[config.mk]
export PLATFORM = sky130hd
export DESIGN_NAME = sw_operand_capture
export DESIGN_NICKNAME = d
export VERILOG_FILES = /design/src/rtl/sw_operand_capture.sv
export SDC_FILE = /design/constraint.sdc
export NUM_CORES = 1
export LEC_CHECK = 0
export ABC_AREA = 1
export ABC_CLOCK_PERIOD_IN_PS = 2700
export BUFFER_PORTS_ARGS = -buffer_cell sky130_fd_sc_hd__clkbuf_2
export CAP_MARGIN = 30
export CORE_MARGIN = 2
export CORE_UTILIZATION = 30
export DETAILED_ROUTE_END_ITERATION = 10
export GPL_ROUTABILITY_DRIVEN = 0
export GPL_TIMING_DRIVEN = 1
export PLACE_DENSITY_LB_ADDON = 0.25
export SYNTH_ARGS = -nofsm -noshare
export SYNTH_HDL_FRONTEND = slang
export SYNTH_SLANG_ARGS = --single-unit
[constraint.sdc]
create_clock -name MAX10_CLK1_50 -period 2.7 [get_ports MAX10_CLK1_50]
set_clock_uncertainty 0.15 [all_clocks]
set_input_delay 0.27 -clock MAX10_CLK1_50 [delete_from_list [all_inputs] [get_ports MAX10_CLK1_50]]
set_output_delay 0.27 -clock MAX10_CLK1_50 [all_outputs]
set_load 0.01 [all_outputs]
[src/rtl/sw_operand_capture.sv]
// Switch/button input stage: 2-FF sync, debounce, and one {MODE, OPA, OPB} capture per press.
// Optional macro LIVE_PASS_EN makes MODE/OPA/OPB follow the synchronised switches continuously.
module sw_operand_capture #(
  parameter int unsigned DB_CYCLES = 500000,
  parameter int unsigned CNT_W     = 8
) (
  input  logic             MAX10_CLK1_50,
  input  logic             KEY0,
  input  logic             KEY1,
  input  logic [9:0]       SW,
  output logic [1:0]       MODE,
  output logic [3:0]       OPA,
  output logic [3:0]       OPB,
  output logic             CAP_VALID,
  output logic [CNT_W-1:0] CAP_CNT,
  output logic             BUSY
);

  localparam int unsigned DbW = (DB_CYCLES > 1) ? $clog2(DB_CYCLES) : 1;
  localparam logic [DbW-1:0] DbLast = DbW'(DB_CYCLES - 1);

  typedef enum logic [0:0] {StIdle, StHeld} state_e;

  logic [9:0]     sw_s1, sw_s2;
  logic           key_s1, key_s2;
  logic           stable;
  logic [DbW-1:0] db_cnt;
  state_e         state;

  // Key synchronisers reset to 1 so a released button never looks like a press.
  always_ff @(posedge MAX10_CLK1_50 or negedge KEY0) begin
    if (!KEY0) begin
      sw_s1  <= '0;
      sw_s2  <= '0;
      key_s1 <= 1'b1;
      key_s2 <= 1'b1;
    end else begin
      sw_s1  <= SW;
      sw_s2  <= sw_s1;
      key_s1 <= KEY1;
      key_s2 <= key_s1;
    end
  end

  // Any disagreement shorter than the full window restarts the count.
  always_ff @(posedge MAX10_CLK1_50 or negedge KEY0) begin
    if (!KEY0) begin
      stable <= 1'b1;
      db_cnt <= '0;
    end else if (key_s2 != stable) begin
      if (db_cnt == DbLast) begin
        stable <= key_s2;
        db_cnt <= '0;
      end else begin
        db_cnt <= db_cnt + DbW'(1);
      end
    end else begin
      db_cnt <= '0;
    end
  end

  always_ff @(posedge MAX10_CLK1_50 or negedge KEY0) begin
    if (!KEY0) begin
      state     <= StIdle;
      MODE      <= '0;
      OPA       <= '0;
      OPB       <= '0;
      CAP_VALID <= 1'b0;
      CAP_CNT   <= '0;
      BUSY      <= 1'b0;
    end else begin
      CAP_VALID <= 1'b0;
`ifdef LIVE_PASS_EN
      MODE <= sw_s2[9:8];
      OPA  <= sw_s2[7:4];
      OPB  <= sw_s2[3:0];
`endif
      unique case (state)
        StIdle: begin
          if (!stable) begin
            state     <= StHeld;
            BUSY      <= 1'b1;
            MODE      <= sw_s2[9:8];
            OPA       <= sw_s2[7:4];
            OPB       <= sw_s2[3:0];
            CAP_VALID <= 1'b1;
            CAP_CNT   <= CAP_CNT + CNT_W'(1);
          end
        end
        StHeld: begin
          if (stable) begin
            state <= StIdle;
            BUSY  <= 1'b0;
          end
        end
        default: begin
          state <= StIdle;
          BUSY  <= 1'b0;
        end
      endcase
    end
  end

endmodule

==> impl_metrics.tcl <==
set metrics [dict create \
    outcome "finished, final reports clean" \
    drt-wirelength-per-cell_um 11.5 \
    io_buffers 32 \
    drc 0 \
    grt_setup_unrepaired "false" \
    cts_resized 0 \
    finish.cell_count_without_fillers 431 \
    grt_pass1_vias 1866 \
    first_pass_grt_wire_length_um 8670 \
    worst_ep_required_time_ps 2780 \
    cts.hold.buffers_added 12 \
    finalHoldViolCount 0 \
    clk-insertion-delay-late_ps 340 \
    cts_htree_levels 3 \
    power_density_mw_per_mm2 600 \
    final_cell_area_mm2 0.00322 \
    grt_busiest_layer "met2" \
    setup.worst_path.class "reg -> reg" \
    total_track_usage_pct 11.6 \
    hold_ws_ps 198 \
    grt_antenna_before_repair 0 \
    first_iter_violations 113 \
    place_area_mm2 0.00288 \
    cts.repair_timing.setup_buffer_count 0 \
    starting_density_of_the_core_pct 31.4 \
    final-max-slew-violation-count 0 \
    worst_slew_pin_slew_ps 662 \
    setup_slack_ps 784 \
    report.final.setup_viol 0 \
    net_count_after_synthesis 286 \
    clockBufferDepth 2 \
    postSynthAreaPerCell_um2 9.65 \
    leakage_nw 1.54 \
    layout-area-overhead-vs-synth_pct 23.8 \
    capturing_point_of_the_worst_reg2reg_path "CAP_CNT[7]$_DFFE_PN0P_" \
    most_area_hungry_cell_type_in_the_yosys_netlist "sky130_fd_sc_hd__dfrtp_1" \
    min-delay-path-class "reg -> reg" \
    synth_top_area_share_pct 57.6 \
    use_met3_pct 3.31 \
    detailedRoute.firstPassIterationCount 4 \
    timing.slew.headroom_pct 55.9 \
    critical_path_peak_fanout 17 \
    post_synth_main_area_contributors "sky130_fd_sc_hd__dfrtp_1 58%, sky130_fd_sc_hd__nand2_1 9.4%, sky130_fd_sc_hd__nor2_1 6.3%, sky130_fd_sc_hd__nand3_1 3.1%, sky130_fd_sc_hd__dfstp_2 3.0%" \
    groute.layer.met1.usage_pct 14.4 \
    clk_transition_reported_paths_ps 70 \
    pre_cts_slack_ps 755 \
    synth_area_mm2 0.00260 \
    boundaryPins 33 \
    place_hpwl_um 3560 \
    maximum_vdd_drop_uv 223 \
    synth_seq_area_share_pct 60.7 \
    place_inst 403 \
    vias_per_cell 4.27 \
    post-route-period-util_pct 71.0 \
    cts_buffers 9 \
    route.vias.total 1842 \
    drive_gt1_share_pct 22.1 \
    post-route-util_pct 38.9 \
    nNetsFinal 337 \
    post_synth_num_cell_types 28 \
    wl_um 4940 \
    ant_nets 0 \
    globalRouteOverflowTotal 0 \
    max_freq_mhz 522 \
    placementRows 33 \
    clk_root_buffer_cell "sky130_fd_sc_hd__clkbuf_8" \
    cp.arrival_ps 2000 \
    core_region_area_mm2 0.00830 \
    clock_sinks 63 \
    ff2ff_setup_slack_ps 780 \
    yosysWarningCount 0 \
    critical_path.reg2reg.startpoint "stable$_DFFE_PN1P_" \
    cap_violations 0 \
    clock_tree_from_tritoncts "built" \
    syn_inst 270 \
    die-width_um 97.2 \
    worstSetupStartpoint "stable$_DFFE_PN1P_" \
    worstSetupEndpointType "flip-flop" \
    full_die_area_mm2 0.00944 \
    critical_path.endpoint "CAP_CNT[7]$_DFFE_PN0P_" \
    global_route.usage.met2_pct 17.8 \
    insertedDiodeCount 0 \
    grt_max_degree 29 \
    reg2reg_depth 6 \
    fin_setup_tns_ps 0 \
    start_kind "flip-flop" \
    synth-seq-cells 63 \
    fp.dieH_um 97.2 \
    report.power.total_mw 1.93 \
    period_minus_slack_ps 1920 \
]
layout make-up:
type / instances / area [µm²]
repair buffers: 46 / 295
flip-flops and latches: 63 / 1580
multi-input cells: 179 / 912
well taps: 105 / 131
inverters: 22 / 82.6
fillers: 838 / 5070
clock buffers: 11 / 141
clock inverters: 5 / 81.3
metal layers:
metal | vias up | share of wire [%] | wire (µm)
li1 | 945 | - | -
met1 | 852 | 46 | 2270
met4 | 0 | 3.3 | 162
met3 | 14 | 3.9 | 191
met5 | - | 0 | 0
met2 | 31 | 47 | 2310
Yosys cell counts:
cell	n
sky130_fd_sc_hd__o21bai_2	1
sky130_fd_sc_hd__clkbuf_1	2
sky130_fd_sc_hd__nand2_1	65
sky130_fd_sc_hd__nor3b_1	1
sky130_fd_sc_hd__nand2_2	7
sky130_fd_sc_hd__nor2_4	4
sky130_fd_sc_hd__inv_1	20
sky130_fd_sc_hd__a21oi_1	4
sky130_fd_sc_hd__buf_2	3
sky130_fd_sc_hd__nand3_2	1
sky130_fd_sc_hd__or2_2	1
sky130_fd_sc_hd__nand2_4	1
sky130_fd_sc_hd__nor2_1	44
sky130_fd_sc_hd__inv_2	2
sky130_fd_sc_hd__xor2_1	7
sky130_fd_sc_hd__buf_4	1
sky130_fd_sc_hd__nand4_1	7
sky130_fd_sc_hd__nand3_1	16
sky130_fd_sc_hd__o21ai_0	2
sky130_fd_sc_hd__nor2_2	1
sky130_fd_sc_hd__nor3_1	1
sky130_fd_sc_hd__nor3_2	1
sky130_fd_sc_hd__o21ai_1	5
sky130_fd_sc_hd__xor2_2	1
sky130_fd_sc_hd__ha_1	3
sky130_fd_sc_hd__xnor2_1	6
sky130_fd_sc_hd__dfrtp_1	60
sky130_fd_sc_hd__dfstp_2	3
state kept, by name, indices dropped and copies added, names as in the netlist:
signal,count
key_s2,1
key_s1,1
state,1
sw_s1,10
sw_s2,10
MODE,2
CAP_CNT,8
OPB,4
BUSY,1
CAP_VALID,1
stable,1
OPA,4
db_cnt,19
report_power, final:
group / switching [mW] / total (mW) / leakage, nW / internal [mW]
Sequential: 0.00672 / 0.972 / 0.805 / 0.965
Clock: 0.361 / 0.905 / 0.110 / 0.545
Combinational: 0.0324 / 0.0565 / 0.628 / 0.0241
Total: 0.400 / 1.93 / 1.54 / 1.53
layout by cell type (no fill, tap or decap), types with 7 or more instances in the layout:
cell type,Yosys,routed
sky130_fd_sc_hd__xor2_1,7,7
sky130_fd_sc_hd__nand2_2,7,7
sky130_fd_sc_hd__clkbuf_2,0,32
sky130_fd_sc_hd__inv_1,20,20
sky130_fd_sc_hd__nor2_1,44,44
sky130_fd_sc_hd__dfrtp_1,60,60
sky130_fd_sc_hd__nand4_1,7,7
sky130_fd_sc_hd__nand3_1,16,16
sky130_fd_sc_hd__nand2_1,65,65
sky130_fd_sc_hd__clkbuf_8,0,10
sky130_fd_sc_hd__dlygate4sd3_1,0,12
cells by family (layout without fill, tap and decap cells):
family,after synthesis,count (layout),share of synthesized area [%]
and+or+nand+nor,150,150,26.0
DFF,63,63,60.7
buffers and inverters,28,84,4.32
xor gates and xnor gates,14,14,5.00
AOI/OAI and AO/OA,12,12,2.55
adders and majority gates,3,3,1.44
critical path: stages, from the launching register on:
cell,delay [ps]
sky130_fd_sc_hd__dfstp_2,390
sky130_fd_sc_hd__inv_1,80
sky130_fd_sc_hd__ha_1,530
sky130_fd_sc_hd__nand4_1,230
sky130_fd_sc_hd__nor2_1,190
sky130_fd_sc_hd__nand3_1,110
sky130_fd_sc_hd__xnor2_1,130
how the worst min path moves through the flow:
stage / start / endpoint / cells after the start
after floorplan: KEY0 / BUSY$_DFFE_PN0P_ / 0
after global placement: KEY0 / sw_s1[4]$_DFF_PN0_ / 1
after detailed placement: sw_s1[1]$_DFF_PN0_ / sw_s2[1]$_DFF_PN0_ / 0
after CTS: sw_s1[1]$_DFF_PN0_ / sw_s2[1]$_DFF_PN0_ / 0
after global routing: sw_s1[2]$_DFF_PN0_ / sw_s2[2]$_DFF_PN0_ / 0
final: sw_s1[1]$_DFF_PN0_ / sw_s2[1]$_DFF_PN0_ / 0
Power figures use the tool's default switching activity.
